## config.mk

```make
export PLATFORM = sky130hd
export DESIGN_NAME = store_buffer_flat
export DESIGN_NICKNAME = d
export VERILOG_FILES = /design/src/rtl/store_buffer_if.sv /design/src/rtl/store_buffer.sv /design/src/flat_wrapper.sv
export SDC_FILE = /design/constraint.sdc
export NUM_CORES = 1
export LEC_CHECK = 0
export ABC_AREA = 1
export CAP_MARGIN = 30
export CORE_UTILIZATION = 35
export CTS_CLUSTER_SIZE = 25
export DETAILED_ROUTE_END_ITERATION = 8
export GPL_ROUTABILITY_DRIVEN = 0
export MAX_ROUTING_LAYER = met4
export PLACE_DENSITY = 0.62
export REMOVE_ABC_BUFFERS = 1
export SLEW_MARGIN = 10
export SYNTH_ARGS = -nofsm -noshare
export SYNTH_HDL_FRONTEND = slang
export SYNTH_SLANG_ARGS = --single-unit
```

## constraint.sdc

```tcl
create_clock -name clk -period 13.97 [get_ports clk]
set_input_delay 2.794 -clock clk [delete_from_list [all_inputs] [get_ports clk]]
set_output_delay 2.794 -clock clk [all_outputs]
set_load 0.005 [all_outputs]
```

## src/rtl/store_buffer_if.sv

```systemverilog
// Store buffer bus bundle: MEM-stage store port, data-memory drain port,
// load hazard probe and occupancy. The master side drives stores, acks and
// load probes; the slave side is the buffer itself.
interface store_buffer_if #(
    parameter int DEPTH = 4
);
    localparam int CW = $clog2(DEPTH) + 1;

    // Store side.
    logic          st_valid;
    logic          st_ready;
    logic [31:0]   st_addr;
    logic [31:0]   st_data;
    logic [2:0]    st_funct3;
    logic          st_misalign;

    // Memory drain side.
    logic          mem_req;
    logic          mem_ack;
    logic [31:0]   mem_addr;
    logic [31:0]   mem_wdata;
    logic [3:0]    mem_be;

    // Load hazard probe.
    logic          ld_valid;
    logic [31:0]   ld_addr;
    logic          ld_hazard;

    // Occupancy.
    logic [CW-1:0] count;

    modport master (
        output st_valid, st_addr, st_data, st_funct3, mem_ack, ld_valid, ld_addr,
        input  st_ready, st_misalign, mem_req, mem_addr, mem_wdata, mem_be,
               ld_hazard, count
    );

    modport slave (
        input  st_valid, st_addr, st_data, st_funct3, mem_ack, ld_valid, ld_addr,
        output st_ready, st_misalign, mem_req, mem_addr, mem_wdata, mem_be,
               ld_hazard, count
    );
endinterface

```

## src/rtl/store_buffer.sv

```systemverilog
// Posted-write store buffer. Formats stores into word-aligned writes with
// byte enables, queues them in a FIFO and drains them to data memory over a
// req/ack handshake. Loads hitting a queued word are flagged as hazards.
//
// Handshakes: a store transfers on a rising edge where st_valid && st_ready;
// a memory write transfers on a rising edge where mem_req && mem_ack. st_ready
// and mem_req depend only on registered state, and the head write fields stay
// stable while mem_req is high and mem_ack is low.
module store_buffer #(
    parameter int DEPTH = 4
) (
    input  logic clk,
    input  logic rst,
    store_buffer_if.slave bus
);
    localparam int PW = $clog2(DEPTH);
    localparam int CW = PW + 1;

    logic [31:0]    addr_q  [DEPTH];
    logic [31:0]    addr_d  [DEPTH];
    logic [31:0]    data_q  [DEPTH];
    logic [31:0]    data_d  [DEPTH];
    logic [3:0]     be_q    [DEPTH];
    logic [3:0]     be_d    [DEPTH];
    logic [DEPTH-1:0] valid_q, valid_d;
    logic [PW-1:0]  head_q, head_d;
    logic [PW-1:0]  tail_q, tail_d;
    logic [CW-1:0]  count_q, count_d;
    logic           misalign_q, misalign_d;

    logic [1:0]     fmt_lo;
    logic [3:0]     fmt_be;
    logic [31:0]    fmt_wdata;
    logic           fmt_ok;
    logic           push_fire;
    logic           push;
    logic           pop;
    logic           ld_hit;

    assign bus.st_ready    = (count_q != CW'(DEPTH));
    assign bus.mem_req     = (count_q != '0);
    assign bus.mem_addr    = addr_q[head_q];
    assign bus.mem_wdata   = data_q[head_q];
    assign bus.mem_be      = be_q[head_q];
    assign bus.st_misalign = misalign_q;
    assign bus.count       = count_q;
    assign bus.ld_hazard   = bus.ld_valid && ld_hit;

    assign push_fire = bus.st_valid && bus.st_ready;
    assign push      = push_fire && fmt_ok;
    assign pop       = bus.mem_req && bus.mem_ack;

    // Lane formatting: turn a low-aligned store into byte enables and replicated data.
    always_comb begin
        fmt_lo    = bus.st_addr[1:0];
        fmt_be    = 4'b0000;
        fmt_wdata = bus.st_data;
        fmt_ok    = 1'b0;
        case (bus.st_funct3)
            3'b000: begin
                fmt_be    = 4'b0001 << fmt_lo;
                fmt_wdata = {4{bus.st_data[7:0]}};
                fmt_ok    = 1'b1;
            end
            3'b001: begin
                fmt_be    = fmt_lo[1] ? 4'b1100 : 4'b0011;
                fmt_wdata = {2{bus.st_data[15:0]}};
                fmt_ok    = !fmt_lo[0];
            end
            3'b010: begin
                fmt_be    = 4'b1111;
                fmt_wdata = bus.st_data;
                fmt_ok    = (fmt_lo == 2'b00);
            end
            default: begin
                fmt_ok    = 1'b0;
            end
        endcase
    end

    // FIFO next state: write at tail on push, retire head on pop.
    always_comb begin
        addr_d     = addr_q;
        data_d     = data_q;
        be_d       = be_q;
        valid_d    = valid_q;
        head_d     = head_q;
        tail_d     = tail_q;
        misalign_d = push_fire && !fmt_ok;
        if (push) begin
            addr_d[tail_q]  = {bus.st_addr[31:2], 2'b00};
            data_d[tail_q]  = fmt_wdata;
            be_d[tail_q]    = fmt_be;
            valid_d[tail_q] = 1'b1;
            tail_d          = tail_q + 1'b1;
        end
        if (pop) begin
            valid_d[head_q] = 1'b0;
            head_d          = head_q + 1'b1;
        end
        count_d = count_q + CW'(push) - CW'(pop);
    end

    // Hazard search over currently valid entries; a same-cycle push is not yet visible.
    always_comb begin
        ld_hit = 1'b0;
        for (int i = 0; i < DEPTH; i++) begin
            if (valid_q[i] && (addr_q[i][31:2] == bus.ld_addr[31:2])) begin
                ld_hit = 1'b1;
            end
        end
    end

    // State registers; reset clears pointers, valids and entry contents.
    always_ff @(posedge clk or posedge rst) begin
        if (rst) begin
            for (int i = 0; i < DEPTH; i++) begin
                addr_q[i] <= '0;
                data_q[i] <= '0;
                be_q[i]   <= '0;
            end
            valid_q    <= '0;
            head_q     <= '0;
            tail_q     <= '0;
            count_q    <= '0;
            misalign_q <= 1'b0;
        end else begin
            addr_q     <= addr_d;
            data_q     <= data_d;
            be_q       <= be_d;
            valid_q    <= valid_d;
            head_q     <= head_d;
            tail_q     <= tail_d;
            count_q    <= count_d;
            misalign_q <= misalign_d;
        end
    end
endmodule

```

## src/flat_wrapper.sv

```systemverilog
// flat-port wrapper written by rule: the top's interface ports become plain ports
module store_buffer_flat 
#(
    parameter int DEPTH = 4
)
  (clk, rst, bus_st_valid, bus_st_addr, bus_st_data, bus_st_funct3, bus_mem_ack, bus_ld_valid, bus_ld_addr, bus_st_ready, bus_st_misalign, bus_mem_req, bus_mem_addr, bus_mem_wdata, bus_mem_be, bus_ld_hazard, bus_count);
  store_buffer_if #(.DEPTH(DEPTH)) bus_i ();
  input  logic clk;
  input  logic rst;
  input wire logic [$bits(bus_i.st_valid)-1:0] bus_st_valid;
  input wire logic [$bits(bus_i.st_addr)-1:0] bus_st_addr;
  input wire logic [$bits(bus_i.st_data)-1:0] bus_st_data;
  input wire logic [$bits(bus_i.st_funct3)-1:0] bus_st_funct3;
  input wire logic [$bits(bus_i.mem_ack)-1:0] bus_mem_ack;
  input wire logic [$bits(bus_i.ld_valid)-1:0] bus_ld_valid;
  input wire logic [$bits(bus_i.ld_addr)-1:0] bus_ld_addr;
  output wire logic [$bits(bus_i.st_ready)-1:0] bus_st_ready;
  output wire logic [$bits(bus_i.st_misalign)-1:0] bus_st_misalign;
  output wire logic [$bits(bus_i.mem_req)-1:0] bus_mem_req;
  output wire logic [$bits(bus_i.mem_addr)-1:0] bus_mem_addr;
  output wire logic [$bits(bus_i.mem_wdata)-1:0] bus_mem_wdata;
  output wire logic [$bits(bus_i.mem_be)-1:0] bus_mem_be;
  output wire logic [$bits(bus_i.ld_hazard)-1:0] bus_ld_hazard;
  output wire logic [$bits(bus_i.count)-1:0] bus_count;
  assign bus_i.st_valid = bus_st_valid;
  assign bus_i.st_addr = bus_st_addr;
  assign bus_i.st_data = bus_st_data;
  assign bus_i.st_funct3 = bus_st_funct3;
  assign bus_i.mem_ack = bus_mem_ack;
  assign bus_i.ld_valid = bus_ld_valid;
  assign bus_i.ld_addr = bus_ld_addr;
  assign bus_st_ready = bus_i.st_ready;
  assign bus_st_misalign = bus_i.st_misalign;
  assign bus_mem_req = bus_i.mem_req;
  assign bus_mem_addr = bus_i.mem_addr;
  assign bus_mem_wdata = bus_i.mem_wdata;
  assign bus_mem_be = bus_i.mem_be;
  assign bus_ld_hazard = bus_i.ld_hazard;
  assign bus_count = bus_i.count;
  store_buffer #(.DEPTH(DEPTH)) u_core (.clk(clk), .rst(rst), .bus(bus_i));
endmodule
```

==> results.sh <==
export IMPL_required_ns=11.18
export IMPL_finalMaxSlewViolations=0
export IMPL_antenna_found_initial=2
export IMPL_netlist_area_leader_share_pct=46.6
export IMPL_grt_util_all_layers_pct=22.3
export IMPL_tns_ns=0
export IMPL_route_met3_wl_mm=3.47
export IMPL_vias=13600
export IMPL_hold_buffers=0
export IMPL_crit_path_max_fanout=5
export IMPL_first_global_vias=12900
export IMPL_setup_viol=0
export IMPL_fmax_mhz=128
export IMPL_worst_slack_ns=6.15
export IMPL_rsz0062_at_grt="no"
export IMPL_power_density_mw_per_mm2=226
export IMPL_start_util_pct=35.4
export IMPL_drive_gt1_share_pct=4.46
export IMPL_grt_overflow=0
export IMPL_hpwl_mm=29.7
export IMPL_die_x_um=208
export IMPL_dr_wl_met2_mm=21.9
export IMPL_top_level_ports=179
export IMPL_std_cell_rows=75
export IMPL_p_sw_mw=1.57
export IMPL_synth_warning_count=0
export IMPL_p_int_mw=2.45
export IMPL_grt_max_degree=136
export IMPL_core_area_mm2=0.0419
export IMPL_tightest_slew_ns=0.907
export IMPL_power_switching_share_pct=39.1
export IMPL_holdWs_ns=0.476
export IMPL_drt_wl_total_mm=46.7
export IMPL_cts_resized_gates=0
export IMPL_port_buffers=174
export IMPL_final_hold_violation_count=0
export IMPL_max_slew_margin_pct=39.5
export IMPL_drt_iter0_drc=1073
export IMPL_final_cells=2692
export IMPL_synth_avg_cell_area_um2=7.35
export IMPL_crit_path_end_kind="output pin"
export IMPL_netlist_instances=2019
export IMPL_viasPerCell=5.05
export IMPL_postCtsSetupBuffers=0
export IMPL_die_area_mm2=0.0432
export IMPL_finalNetCount=2247
export IMPL_crit_type="primary input to output pin"
export IMPL_yosys_area_top_type="dfrtp_1"
export IMPL_postRouteAntennaNets=0
export IMPL_drt_met1_wl_mm=20.3
export IMPL_ys_types=34
export IMPL_power_frac_seq_pct=36.0
export IMPL_combPwrFrac_pct=43.2
export IMPL_wire_per_inst_um=17.3
export IMPL_worstPathArrival_ns=5.03
export IMPL_total_power_mw=4.02
export IMPL_syn_area_mm2=0.0148
export IMPL_root_buffer="clkbuf_16"
export IMPL_leakagePower_nw=8.82
export IMPL_post_place_ws_ns=6.11
export IMPL_cts_tree="built"
export IMPL_ys_top_cells_by_area="dfrtp_1 (47%), nand2_1 (19%), o21ai_0 (8.5%)"
export IMPL_dr_pass1_iters=7
export IMPL_cts_sinks=276
export IMPL_dp_cells=2634
export IMPL_start_kind="primary input"
export IMPL_top_layer_used="met4"
export IMPL_ys_ff_latch=276
export IMPL_path_clk_slew_ns=0.06
export IMPL_die_h_um=208
export IMPL_hold_path_class="flip-flop to flip-flop"
export IMPL_drv_cap=0
export IMPL_clock_latency_ns=0.52
export IMPL_area_growth_synth_to_final_pct=20.3
export IMPL_drc=0
export IMPL_peakVddDrop_uv=153
export IMPL_status="complete, no violations"
export IMPL_placement_cell_area_mm2=0.0168
export IMPL_skew_ns=0.0129
export IMPL_clock_tree_buffer_depth=3
export IMPL_htree_num_levels=2
export IMPL_final_area_mm2=0.0178
export IMPL_grt_pass1_wl_mm=73.3
export IMPL_synth_seq_area_share_pct=46.6
export IMPL_period_share_pct=56.0
export IMPL_utilization_pct=42.6
export IMPL_period_minus_slack_ns=7.82
export IMPL_pwr_share_clk_pct=20.9
export IMPL_cts_buffers=34
-- power by group through the flow --
stage / registers [mW] / logic, mW / clock network [mW]
floorplan: 1.39 / 0.972 / 0
global placement: 1.43 / 1.71 / 0
detailed placement: 1.45 / 1.74 / 0
CTS: 1.44 / 1.75 / 0.859
global route: 1.49 / 1.95 / 0.894
finish: 1.45 / 1.74 / 0.839
-- critical path, cell delays in order --
cell and delay, ns:
clkdlybuf4s50_1 0.53, xnor2_1 0.44, nand2_1 0.10, nor2_1 0.15, nand2_1 0.07, nor2_1 0.15
nand2_1 0.06, nand2_1 0.06, nor2_1 0.07, nor2_1 0.08, clkdlybuf4s50_1 0.50
-- final timing paths --
| path | slack [ns] | end | start | cells after the start |
|---|---|---|---|---|
| max in group asynchronous | 9.64 | u_core.data_q[124]$_DFFE_PP0P_ | rst | 5 |
| setup reg to reg | 11.08 | u_core.head_q[1]$_DFFE_PP0N_ | u_core.head_q[0]$_DFFE_PP0N_ | 5 |
| min in group asynchronous | 2.63 | u_core.addr_q[55]$_DFFE_PP0P_ | rst | 2 |
| hold reg to reg | 0.48 | u_core.data_q[45]$_DFFE_PP0P_ | u_core.data_q[45]$_DFFE_PP0P_ | 2 |
| setup / recovery | 6.15 | bus_ld_hazard | bus_ld_addr[28] | 11 |
| hold / removal | 0.48 | u_core.data_q[45]$_DFFE_PP0P_ | u_core.data_q[45]$_DFFE_PP0P_ | 2 |
-- layout make-up --
type	instances	area, um^2
Sequential cell	276	6910
Multi-Input combinational cell	1422	6460
Tap cell	539	674
Inverter	206	788
Antenna cell	2	5.00
Clock buffer	49	978
Fill cell	4242	24000
Clock inverter	6	61.3
Timing Repair Buffer	192	1970
-- placed cells by master (no fill, tap or decap), types with 2 or more instances in the layout --
| master | count |
|---|---|
| a21oi_1 | 74 |
| a22oi_1 | 3 |
| buf_12 | 4 |
| buf_16 | 2 |
| buf_4 | 12 |
| clkbuf_1 | 9 |
| clkbuf_16 | 35 |
| clkbuf_8 | 5 |
| clkdlybuf4s50_1 | 174 |
| clkinv_2 | 3 |
| conb_1 | 2 |
| dfrtp_1 | 275 |
| diode_2 | 2 |
| ha_1 | 10 |
| inv_1 | 197 |
| inv_2 | 6 |
| inv_6 | 2 |
| nand2_1 | 759 |
| nand2_4 | 5 |
| nand3_1 | 12 |
| nand4_1 | 10 |
| nor2_1 | 144 |
| o21ai_0 | 251 |
| o21ai_1 | 30 |
| o21ai_2 | 12 |
| o22ai_1 | 50 |
| xnor2_1 | 43 |
| xor2_1 | 7 |
-- logic make-up (layout without fill, tap and decap cells) --
logic type | after synthesis | in the layout | synth area share [%]
adder cells (fa/ha/maj) | 11 | 11 | 0.979
flip-flops | 276 | 276 | 46.6
other | 1 | 4 | 0.0253
XOR/XNOR | 50 | 50 | 2.95
AND/OR/NAND/NOR | 933 | 933 | 24.3
AO/OA/AOI/OAI | 426 | 426 | 15.3
buffers and inverters | 322 | 453 | 9.90
-- Yosys cell counts --
library cell / n
a21boi_0: 1
a21oi_1: 74
a22oi_1: 3
a22oi_2: 1
a31oi_1: 1
buf_1: 1
buf_2: 15
buf_4: 5
buf_6: 29
clkbuf_1: 66
conb_1: 1
dfrtp_1: 276
fa_1: 1
ha_1: 10
inv_1: 200
inv_2: 5
inv_6: 1
nand2_1: 759
nand2_2: 1
nand2_4: 5
nand3_1: 12
nand4_1: 10
nor2_1: 144
nor2_2: 1
nor3_4: 1
o211ai_1: 1
o211ai_2: 1
o21ai_0: 251
o21ai_1: 30
o21ai_2: 12
o21bai_1: 1
o22ai_1: 50
xnor2_1: 43
xor2_1: 7
-- state kept, by name, summed over array words and instances (netlist names) --
name and count:
u_core.data_q 128, u_core.addr_q 120, u_core.be_q 16, u_core.valid_q 4, u_core.bus.count 3, u_core.head_q 2
u_core.tail_q 2, u_core.bus.st_misalign 1
-- per-layer routing --
layer | vias to the layer above | track usage, %
li1 | 6553 | -
met1 | 6431 | 29.2
met2 | 529 | 35.7
met3 | 73 | 3.65
met4 | 0 | 6.05
met5 | - | -
(Power assumes the default switching activity.)
